### src/rtl/debounce_sync.sv
// debounce_sync: synchronises a raw asynchronous level into clk, rejects
// bounce shorter than a programmable stability window and delivers a clean
// registered level plus single-cycle rise/fall pulses.
//
// Ports
//   clk    in   clock, all logic on posedge
//   reset  in   synchronous active-low reset
//   din    in   raw asynchronous input
//   en     in   count enable / tick for the qualification counter
//   q      out  debounced level (registered)
//   rise   out  one-cycle pulse coincident with q 0->1
//   fall   out  one-cycle pulse coincident with q 1->0
//   busy   out  high while a candidate transition is being qualified
module debounce_sync #(
  parameter int SYNC_STAGES   = 2,
  parameter int STABLE_CYCLES = 4,
  parameter bit INIT_LEVEL    = 1'b0
) (
  input  logic clk,
  input  logic reset,
  input  logic din,
  input  logic en,
  output logic q,
  output logic rise,
  output logic fall,
  output logic busy
);

  localparam int CW = $clog2(STABLE_CYCLES + 1);
  localparam logic [CW-1:0] CNT_LAST = CW'(STABLE_CYCLES - 1);

  typedef enum logic [1:0] {STABLE_LO, WAIT_HI, STABLE_HI, WAIT_LO} state_t;

  state_t                 state, state_nxt;
  logic [CW-1:0]          cnt, cnt_nxt;
  logic                   q_nxt, rise_nxt, fall_nxt;
  logic [SYNC_STAGES-1:0] sync_pipe;
  logic                   s;

  // Synchroniser chain: din enters at bit 0, s is the last stage.
  always_ff @(posedge clk) begin
    if (!reset) sync_pipe <= {SYNC_STAGES{INIT_LEVEL}};
    else        sync_pipe <= {sync_pipe[SYNC_STAGES-2:0], din};
  end

  assign s = sync_pipe[SYNC_STAGES-1];

  always_ff @(posedge clk) begin
    if (!reset) begin
      state <= INIT_LEVEL ? STABLE_HI : STABLE_LO;
      cnt   <= '0;
      q     <= INIT_LEVEL;
      rise  <= 1'b0;
      fall  <= 1'b0;
    end else begin
      state <= state_nxt;
      cnt   <= cnt_nxt;
      q     <= q_nxt;
      rise  <= rise_nxt;
      fall  <= fall_nxt;
    end
  end

  // A bounce aborts a WAIT regardless of en; en only gates counting.
  // Counter tops out at STABLE_CYCLES-1, so it can never wrap.
  always_comb begin
    state_nxt = state;
    cnt_nxt   = cnt;
    q_nxt     = q;
    rise_nxt  = 1'b0;
    fall_nxt  = 1'b0;
    case (state)
      STABLE_LO: begin
        if (s) begin
          state_nxt = WAIT_HI;
          cnt_nxt   = '0;
        end
      end
      WAIT_HI: begin
        if (!s) begin
          state_nxt = STABLE_LO;
          cnt_nxt   = '0;
        end else if (en) begin
          if (cnt == CNT_LAST) begin
            state_nxt = STABLE_HI;
            cnt_nxt   = '0;
            q_nxt     = 1'b1;
            rise_nxt  = 1'b1;
          end else begin
            cnt_nxt = cnt + CW'(1);
          end
        end
      end
      STABLE_HI: begin
        if (!s) begin
          state_nxt = WAIT_LO;
          cnt_nxt   = '0;
        end
      end
      WAIT_LO: begin
        if (s) begin
          state_nxt = STABLE_HI;
          cnt_nxt   = '0;
        end else if (en) begin
          if (cnt == CNT_LAST) begin
            state_nxt = STABLE_LO;
            cnt_nxt   = '0;
            q_nxt     = 1'b0;
            fall_nxt  = 1'b1;
          end else begin
            cnt_nxt = cnt + CW'(1);
          end
        end
      end
      default: begin
        state_nxt = STABLE_LO;
        cnt_nxt   = '0;
      end
    endcase
  end

  // Decoded straight from the state register, so it is registered with state.
  assign busy = (state == WAIT_HI) || (state == WAIT_LO);

endmodule

### config.mk
export PLATFORM = sky130hd
export DESIGN_NAME = debounce_sync
export DESIGN_NICKNAME = d
export VERILOG_FILES = /design/src/rtl/debounce_sync.sv
export SDC_FILE = /design/constraint.sdc
export NUM_CORES = 1
export LEC_CHECK = 0
export ABC_AREA = 1
export BUFFER_PORTS_ARGS = -buffer_cell sky130_fd_sc_hd__clkbuf_2
export CORE_MARGIN = 10
export CORE_UTILIZATION = 35
export CTS_CLUSTER_DIAMETER = 60
export DETAILED_ROUTE_END_ITERATION = 16
export PLACE_DENSITY_LB_ADDON = 0.08
export SLEW_MARGIN = 25
export SYNTH_ARGS = -nofsm -noshare
export SYNTH_HDL_FRONTEND = slang
export SYNTH_SLANG_ARGS = --single-unit
### constraint.sdc
create_clock -name clk -period 1.4 [get_ports clk]
set_clock_uncertainty 0.05 [all_clocks]
set_input_delay 0.07 -clock clk [delete_from_list [all_inputs] [get_ports clk]]
set_output_delay 0.07 -clock clk [all_outputs]
set_load 0.01 [all_outputs]
==> flow_summary.json, run 1 <==
{
  "vias_in_the_first_global_route": 329,
  "globalRouteMet3Util": 0.0465,
  "vdd_drop_max_mv": 0.704,
  "wl_per_cell_microns": 9.67,
  "timing.hold.worst.class": "in2reg",
  "cellPowerDensity_nw_per_um2": 1080,
  "cp_max_fo": 3,
  "antennaDiodeCount": 0,
  "top_level_ports": 8,
  "cts_max_path_buffers": 2,
  "critPathArrivalTime_ns": 1.28,
  "netlist_instances": 62,
  "antenna_left": 0,
  "maxClockFrequency_ghz": 0.852,
  "first_pass_grt_wire_length_microns": 1370,
  "gp_congestion": 0.729,
  "h-tree-depth": 1,
  "finalCritPeriodShare": 0.838,
  "worstSkewPairLatency_ns": 0.27,
  "max_cap_viol_count": 0,
  "antenna_found_initial": 0,
  "cts_setup_buffers": 0,
  "synth_area_per_inst_sq_um": 7.79,
  "cp-end-kind": "flip-flop",
  "die_w_microns": 57.1,
  "fill_cells": 145,
  "synth_area_sq_um": 483,
  "crit_path_start_kind": "flip-flop",
  "grtUsageMet1": 0.0593,
  "port_buffers": 7,
  "cts-resized-gates": 0,
  "cts_num_sinks": 10,
  "groute.layer.met2.usage": 0.0698,
  "reg2reg_slack_ns": 0.23,
  "globalRouteOverflowTotal": 0,
  "layer_with_the_highest_usage": "met2",
  "power.total_w": 0.000600,
  "core_area_sq_um": 1300,
  "dr.first_iter.drc_count": 8,
  "die_h_microns": 57.1,
  "numCtsBuffers": 3,
  "synth_seq_area_share": 0.415,
  "worst_slew_margin_rel": 0.873,
  "leakage_nw": 0.268,
  "initial_utilization": 0.371,
  "syn2layout_area_growth_pct": 15.3,
  "vias_per_cell": 4.48,
  "tightestPinTransition_ns": 0.190,
  "fp.dieArea_sq_um": 3270,
  "maximum_number_of_pins_on_one_net_before_global_route_repair": 10,
  "synth-warning-count": 0,
  "final-max-slew-violation-count": 0,
  "clk_pin_slew_ns": 0.07,
  "worstSetupPathType": "reg2reg",
  "routed_wl_microns": 832,
  "grt_setup_unrepaired": "false",
  "synthDistinctLibCells": 20,
  "dp_hpwl_microns": 641,
  "tritoncts": "done",
  "min-delay-start": "reset",
  "synth_fp_nets": 67,
  "r2r.worst_path.cells": 6,
  "min_period_ns": 1.17,
  "nets": 77,
  "clk_root_buffer_cell": "sky130_fd_sc_hd__clkbuf_4",
  "via_count": 385,
  "synth_register_bits": 10,
  "result_of_the_run": "finished, final reports clean",
  "post_cts_hold_buffer_count": 1,
  "fp-row-count": 13,
  "totalNegativeSetupSlack_ns": 0,
  "setup_viol": 0,
  "grt_use_total": 0.0529,
  "drc": 0,
  "r2r_start": "cnt[0]",
  "dr.pass1.iters": 4,
  "worst_setup_path_start": "cnt[0]",
  "drive_above_1_share": 0.282,
  "hold_viol_final": 0,
  "timing.critical_path.required_ns": 1.51
}
## kinds of logic after synthesis
kind of cell / after synthesis / synth area share
simple gates: 31 / 0.352
buf+inv: 16 / 0.163
flops: 10 / 0.415
compound gates: 4 / 0.0440
fa+ha+maj: 1 / 0.0259
## report_power, final
group	internal [W]	switching (W)	leakage (nW)
Sequential	0.000290	0.00000397	0.0812
Clock	0.000158	0.000102	0.0210
Combinational	0.0000192	0.0000264	0.166
Total	0.000467	0.000133	0.268
## cell type report
type	count	area, sq um	share of cell area
clock buffers	4	36.3	0.0652
repair buffers	9	52.6	0.0944
multi-input cells	36	204	0.366
flip-flops and latches	10	200	0.360
well taps	15	18.8	0.0337
inverters	12	45.0	0.0809
## sequential cells by signal, indices dropped and copies added, names as in the netlist, named ones only
name	flops
cnt	3
sync_pipe	2
fall	1
q	1
rise	1
state	1
## cells in the mapped netlist
library cell | n | area [sq um]
sky130_fd_sc_hd__buf_6 | 1 | 11.3
sky130_fd_sc_hd__nand4_1 | 2 | 12.5
sky130_fd_sc_hd__nand2_1 | 11 | 41.3
sky130_fd_sc_hd__dfxtp_1 | 10 | 200
sky130_fd_sc_hd__nand3_4 | 1 | 17.5
sky130_fd_sc_hd__nand3_1 | 6 | 30.0
sky130_fd_sc_hd__inv_1 | 11 | 41.3
sky130_fd_sc_hd__nor2_1 | 3 | 11.3
sky130_fd_sc_hd__o22ai_1 | 1 | 6.26
sky130_fd_sc_hd__nor2_2 | 2 | 12.5
sky130_fd_sc_hd__a21oi_1 | 3 | 15.0
sky130_fd_sc_hd__clkinv_1 | 1 | 3.75
sky130_fd_sc_hd__ha_1 | 1 | 12.5
sky130_fd_sc_hd__clkbuf_1 | 1 | 3.75
sky130_fd_sc_hd__nor3_1 | 1 | 5.00
sky130_fd_sc_hd__clkbuf_8 | 1 | 13.8
sky130_fd_sc_hd__nand3_2 | 1 | 10.0
sky130_fd_sc_hd__nand2_4 | 1 | 11.3
sky130_fd_sc_hd__buf_2 | 1 | 5.00
sky130_fd_sc_hd__nand2_2 | 3 | 18.8
## how the worst min path moves through the flow
stage | to | slack [ns] | cells past startpoint
6_report | sync_pipe[0] | 0.07 | 3
3_3_place_gp | sync_pipe[0] | 0.20 | 3
5_1_grt | sync_pipe[1] | 0.09 | 3
2_1_floorplan | sync_pipe[0] | 0.12 | 2
3_5_place_dp | sync_pipe[0] | 0.21 | 3
4_1_cts | sync_pipe[0] | 0.07 | 3
## per-layer routing
metal	share of wire	routed length [microns]
met5	0	0
met4	0.014	12
met3	0.11	89
met2	0.39	325
met1	0.49	405
## cell usage in the layout, fill, tap and decap left out, types with 2 or more instances in the layout
cell	n
sky130_fd_sc_hd__dfxtp_1	10
sky130_fd_sc_hd__nand3_1	6
sky130_fd_sc_hd__nand2_1	11
sky130_fd_sc_hd__nand2_2	3
sky130_fd_sc_hd__a21oi_1	3
sky130_fd_sc_hd__nor2_2	2
sky130_fd_sc_hd__nand4_1	2
sky130_fd_sc_hd__clkbuf_2	7
sky130_fd_sc_hd__inv_1	11
sky130_fd_sc_hd__nor2_1	3
sky130_fd_sc_hd__clkbuf_4	3
## through the flow
stage	util	hold slack [ns]	cells	area, sq um	setup WS, ns
floorplan	-	0.118	62	483	0.334
CTS	0.428	0.0659	86	557	0.228
global placement	0.392	0.202	81	510	0.272
detailed placement	0.392	0.205	81	510	0.238
finish	0.428	0.0692	86	557	0.226
global route	0.428	0.0866	86	557	0.138
## critical path, cell delays in order (launching register included)
cell	delay (ns)
sky130_fd_sc_hd__dfxtp_1	0.36
sky130_fd_sc_hd__ha_1	0.20
sky130_fd_sc_hd__inv_1	0.06
sky130_fd_sc_hd__nor2_2	0.11
sky130_fd_sc_hd__nand3_1	0.12
sky130_fd_sc_hd__nand2_1	0.10
sky130_fd_sc_hd__o22ai_1	0.06
No activity file was read; power rests on OpenSTA's default activity.
==> run 2, diff against run 1 <==
==> constraint.sdc (replaced) <==
create_clock -name clk -period 1.15 [get_ports clk]
set_clock_uncertainty 0.05 [all_clocks]
set_input_delay 0.0575 -clock clk [delete_from_list [all_inputs] [get_ports clk]]
set_output_delay 0.0575 -clock clk [all_outputs]
set_load 0.01 [all_outputs]
==> run 2 against run 1 <==
Against the previous run: critical path depth unchanged; die area unchanged; worst hold slack gained 0.0083 ns; wire length up 2.2%; sequential cell count unchanged; global-route usage up 0.63 points; non-clock buffer count rose by 1; final cell count is 1.2% higher; largest power group unchanged; via count increased by 2.1%; power up 23%.
==> flow_summary.json, run 2 (same netlist as run 1, synthesis figures left out) <==
{
  "numCtsBuffers": 3,
  "h-tree-depth": 1,
  "cp-end-kind": "flip-flop",
  "die_w_microns": 57.1,
  "syn2layout_area_growth_pct": 22.5,
  "cp_cell_sequence": "ha_4, inv_1, nor2_4, nand3_2, nand2_2, o22ai_1",
  "area_occupied_by_multi_input_gates_sq_um": 229,
  "globalRouteOverflowTotal": 0,
  "die_h_microns": 57.1,
  "core_area_sq_um": 1300,
  "tritoncts": "done",
  "worstSetupPathType": "reg2reg",
  "drive_above_1_share": 0.361,
  "fp-row-count": 13,
  "tightestPinTransition_ns": 0.204,
  "fp.dieArea_sq_um": 3270,
  "min-delay-start": "reset",
  "dpl_ws_ns": -0.0511,
  "power.total_w": 0.000739,
  "max_cap_viol_count": 0,
  "cellPowerDensity_nw_per_um2": 1250,
  "grt_use_total": 0.0592,
  "timing.hold.worst.class": "in2reg",
  "antennaDiodeCount": 0,
  "finish.instance_area_sq_um": 592,
  "routed_wl_microns": 850,
  "crit_slowest_cell": "sky130_fd_sc_hd__dfxtp_2",
  "worstSkewPairLatency_ns": 0.26,
  "power_frac_seq": 0.488,
  "crit_path_start_kind": "flip-flop",
  "dr.pass1.iters": 2,
  "result_of_the_run": "finished, final reports clean",
  "cp_top_family": "flip-flops",
  "hold_viol_final": 0,
  "min_period_ns": 1.08,
  "r2r_start": "cnt[0]",
  "min_delay_path_depth": 3,
  "mostFrequentLayoutCells": "sky130_fd_sc_hd__inv_1 (11), sky130_fd_sc_hd__nand2_1 (10), sky130_fd_sc_hd__dfxtp_1 (8), sky130_fd_sc_hd__clkbuf_2 (7), sky130_fd_sc_hd__nand3_1 (5)",
  "final_cells": 87,
  "largest_reg_flops": 3,
  "port_buffers": 7,
  "cts_num_sinks": 10,
  "dp.cells": 81,
  "antenna_found_initial": 0,
  "via_count": 393,
  "finalCritPeriodShare": 0.943,
  "netSwitchingPower_w": 0.000166,
  "final-max-slew-violation-count": 0,
  "worst_slew_margin_rel": 0.864,
  "vdd_drop_max_mv": 0.475,
  "nets": 78,
  "regArea_sq_um": 203,
  "critical-path-max-stage-delay_ns": 0.36,
  "power.share.switching": 0.225,
  "layout.cells.most_common": "sky130_fd_sc_hd__inv_1",
  "vias_in_the_first_global_route": 403,
  "first_pass_grt_wire_length_microns": 1550,
  "r2r.worst_path.cells": 6,
  "cp_max_fo": 3,
  "clk_root_buffer_cell": "sky130_fd_sc_hd__clkbuf_4",
  "dr.first_iter.drc_count": 4,
  "top_level_ports": 8,
  "critPathArrivalTime_ns": 1.18,
  "intPower_w": 0.000573,
  "maxClockFrequency_ghz": 0.922,
  "leakage_nw": 0.272,
  "layout_setup_ws_ns": 0.0652,
  "biggestRegsByFlops": "cnt x3, sync_pipe x2",
  "initial_utilization": 0.371,
  "reg2reg_slack_ns": 0.07,
  "drc": 0,
  "timing.critical_path.required_ns": 1.25,
  "gp_congestion": 0.777,
  "cp.buffers_inverters": 1,
  "placed_area_sq_um": 510,
  "maximum_number_of_pins_on_one_net_before_global_route_repair": 10,
  "clk_pin_slew_ns": 0.07,
  "antenna_left": 0,
  "share_of_power_burned_in_combinational_logic": 0.082,
  "cts_max_path_buffers": 2,
  "endpoint_of_the_worst_hold_path": "fall",
  "regMostFlops": "cnt",
  "wl_per_cell_microns": 9.77,
  "setup_viol": 0,
  "dp_hpwl_microns": 637,
  "vias_per_cell": 4.52,
  "fill_cells": 141,
  "power_frac_clock": 0.430
}
[run 2: metrics by stage]
step | TNS, ns | hold WS [ns] | utilization
3_5_place_dp | -0.0897 | 0.197 | 0.392
2_1_floorplan | 0 | 0.105 | -
4_1_cts | 0 | 0.0663 | 0.450
3_3_place_gp | -0.107 | 0.191 | 0.392
5_1_grt | -0.0111 | 0.0841 | 0.455
6_report | 0 | 0.0776 | 0.455
[run 2: worst max path at each step]
stage / startpoint / end / slack, ns / cells past startpoint
floorplan: cnt[0] / flip-flop / 0.08 / 6
global placement: cnt[0] / flip-flop / -0.06 / 6
detailed placement: cnt[0] / flip-flop / -0.05 / 6
CTS: cnt[1] / flip-flop / 0.001 / 6
global route: cnt[0] / flip-flop / -0.01 / 6
finish: cnt[0] / flip-flop / 0.07 / 6
[run 2: repair_timing]
| item | in CTS | in global routing |
|---|---|---|
| gates resized for setup | 5 | 2 |
| endpoints found under the hold margin | 1 | 0 |
| hold buffers | 1 | 0 |
| buffers inserted | 1 | 0 |
| endpoints found under the setup margin | 4 | 4 |
| pin swaps | 1 | 1 |
[run 2: power by group through the flow]
stage	clock, W	combinational (W)	sequential (W)
final	0.000318	0.0000604	0.000360
after global routing	0.000352	0.0000687	0.000361
after CTS	0.000332	0.0000604	0.000360
after detailed placement	0	0.0000536	0.000367
after global placement	0	0.0000536	0.000367
after floorplan	0	0.0000487	0.000365
[run 2: final cells by class]
class,instances,share of cell area
inverter,12,0.0761
sequential,10,0.342
timing repair buffer,10,0.101
tap,15,0.0317
clock buffer,4,0.0613
multi-input combinational,36,0.387
[run 2: metal layers]
metal | up-vias | global-route usage | wire [microns]
li1 | 212 | - | -
met1 | 173 | 0.0633 | 410
met2 | 6 | 0.0868 | 373
met3 | 2 | 0.0332 | 54
met5 | - | 0 | 0
met4 | 0 | 0.0403 | 12
[run 2: worst reg2reg max path: cells and delay by family (launching register included)]
family	cells	cell delay (ns)
AOI/OAI and AO/OA	1	0.06
buffers and inverters	1	0.06
DFF	1	0.36
adders and majority gates	1	0.15
and+or+nand+nor	3	0.29
==> run 3, diff against run 2 <==
--- a/config.mk
+++ b/config.mk
@@ -7,6 +7,8 @@
 export LEC_CHECK = 0
 export ABC_AREA = 1
 export BUFFER_PORTS_ARGS = -buffer_cell sky130_fd_sc_hd__clkbuf_2
+export CELL_PAD_IN_SITES_DETAIL_PLACEMENT = 1
+export CELL_PAD_IN_SITES_GLOBAL_PLACEMENT = 1
 export CORE_MARGIN = 10
 export CORE_UTILIZATION = 35
 export CTS_CLUSTER_DIAMETER = 60
==> run 3 against run 2 <==
Against the previous run: maximum frequency increased by 0.34%; sequential cell count unchanged; first-iteration DRC count decreased by 50%; register-to-register slack about the same; highest routed layer unchanged.
==> flow_summary.json, run 3 (same netlist as run 1, synthesis figures left out) <==
{
  "finalCritPeriodShare": 0.940,
  "power.total_w": 0.000653,
  "result_of_the_run": "finished, final reports clean",
  "regArea_sq_um": 204,
  "max_cap_viol_count": 0,
  "fp.dieArea_sq_um": 3270,
  "largest_reg_flops": 3,
  "clk_root_buffer_cell": "sky130_fd_sc_hd__clkbuf_4",
  "vdd_drop_max_mv": 0.649,
  "layout.cells.most_common": "sky130_fd_sc_hd__inv_1",
  "syn2layout_area_growth_pct": 22.3,
  "power_frac_clock": 0.355,
  "dp.cells": 82,
  "biggestRegsByFlops": "cnt x3, sync_pipe x2",
  "min_period_ns": 1.08,
  "cp-end-kind": "flip-flop",
  "crit_path_start_kind": "flip-flop",
  "power_frac_seq": 0.551,
  "layout_setup_ws_ns": 0.0689,
  "worstSkewPairLatency_ns": 0.26,
  "worst_slew_margin_rel": 0.872,
  "dr.first_iter.drc_count": 2,
  "first_pass_grt_wire_length_microns": 1700,
  "maxClockFrequency_ghz": 0.925,
  "share_of_power_burned_in_combinational_logic": 0.093,
  "dp_hpwl_microns": 744,
  "final-max-slew-violation-count": 0,
  "timing.hold.worst.class": "in2reg",
  "cts_max_path_buffers": 2,
  "worstSetupPathType": "reg2reg",
  "fill_cells": 170,
  "die_h_microns": 57.1,
  "die_w_microns": 57.1,
  "cts_num_sinks": 10,
  "gp_congestion": 0.707,
  "clk_pin_slew_ns": 0.06,
  "globalRouteOverflowTotal": 0,
  "mostFrequentLayoutCells": "sky130_fd_sc_hd__inv_1 (11), sky130_fd_sc_hd__nand2_1 (10), sky130_fd_sc_hd__dfxtp_1 (7), sky130_fd_sc_hd__clkbuf_2 (7), sky130_fd_sc_hd__nand3_1 (5)",
  "wl_per_cell_microns": 11.6,
  "setup_viol": 0,
  "cellPowerDensity_nw_per_um2": 1100,
  "power.share.switching": 0.233,
  "via_count": 395,
  "cp_max_fo": 3,
  "maximum_number_of_pins_on_one_net_before_global_route_repair": 10,
  "initial_utilization": 0.371,
  "grt_use_total": 0.0654,
  "leakage_nw": 0.271,
  "numCtsBuffers": 3,
  "nets": 79,
  "antennaDiodeCount": 0,
  "netSwitchingPower_w": 0.000152,
  "routed_wl_microns": 1010,
  "vias_in_the_first_global_route": 389,
  "timing.critical_path.required_ns": 1.25,
  "regMostFlops": "cnt",
  "drive_above_1_share": 0.375,
  "area_occupied_by_multi_input_gates_sq_um": 229,
  "fp-row-count": 13,
  "critPathArrivalTime_ns": 1.18,
  "antenna_found_initial": 0,
  "dr.pass1.iters": 2,
  "h-tree-depth": 1,
  "port_buffers": 7,
  "final_cells": 87,
  "top_level_ports": 8,
  "dpl_ws_ns": -0.00718,
  "tritoncts": "done",
  "vias_per_cell": 4.54,
  "drc": 0,
  "core_area_sq_um": 1300,
  "hold_viol_final": 0,
  "antenna_left": 0,
  "tightestPinTransition_ns": 0.192,
  "intPower_w": 0.000500
}
==> run 3: cell count changes in the layout (fill, tap and decap cells not counted), sizes merged <==
cell and change:
buf +1, clkbuf -1
==> run 3: stage by stage <==
step | hold slack [ns] | TNS (ns) | instance area [sq um] | utilization
6_report | 0.0758 | 0 | 591 | 0.454
4_1_cts | 0.0690 | 0 | 567 | 0.436
3_5_place_dp | 0.199 | -0.00718 | 518 | 0.398
5_1_grt | 0.0900 | -0.0312 | 591 | 0.454
3_3_place_gp | 0.191 | 0 | 518 | 0.398
2_1_floorplan | 0.105 | 0 | 483 | -
==> run 3: final cells by class <==
cell class,count,share of cell area
inverters,12,0.0763
flip-flops and latches,10,0.345
multi-input cells,36,0.388
repair buffers,11,0.121
well taps,15,0.0318
clock buffers,3,0.0381
==> run 3: worst paths after layout <==
check                                   from            to  slack, ns  cells past startpoint
worst max-delay path                  cnt[1]     flip-flop       0.07                      6
worst min-delay path                   reset  sync_pipe[1]       0.08                      3
worst max register to register        cnt[1]     flip-flop       0.07                      6
worst min register to register  sync_pipe[0]  sync_pipe[1]       0.37                      2
==> run 3: worst max-delay path, cell delays in order, from the launching register on <==
cell and delay (ns):
sky130_fd_sc_hd__dfxtp_2 0.35, sky130_fd_sc_hd__ha_4 0.14, sky130_fd_sc_hd__inv_1 0.06, sky130_fd_sc_hd__nor2_4 0.13, sky130_fd_sc_hd__nand3_2 0.09, sky130_fd_sc_hd__nand2_1 0.09
sky130_fd_sc_hd__o22ai_1 0.06
==> run 3: power groups by stage <==
stage | Combinational (W) | Sequential (W) | Clock (W)
4_1_cts | 0.0000609 | 0.000358 | 0.000244
6_report | 0.0000610 | 0.000360 | 0.000232
3_5_place_dp | 0.0000569 | 0.000366 | 0
2_1_floorplan | 0.0000487 | 0.000365 | 0
3_3_place_gp | 0.0000559 | 0.000366 | 0
5_1_grt | 0.0000707 | 0.000360 | 0.000271
==> run 3: layer usage <==
| metal | vias to the layer above | GRT usage | share of wire |
|---|---|---|---|
| li1 | 212 | - | - |
| met1 | 171 | 0.0695 | 0.48 |
| met2 | 10 | 0.0946 | 0.41 |
| met3 | 2 | 0.0553 | 0.099 |
| met4 | 0 | 0.0201 | 0.0089 |
| met5 | - | 0 | 0 |
==> run 3: repair_timing <==
action                                  in CTS  in global routing
buffers inserted                             1                  0
resized for setup                            3                  6
pin swaps                                    2                  4
hold buffers                                 1                  0
endpoints found under the setup margin       2                  7
endpoints found under the hold margin        1                  0
cloned                                       0                  0
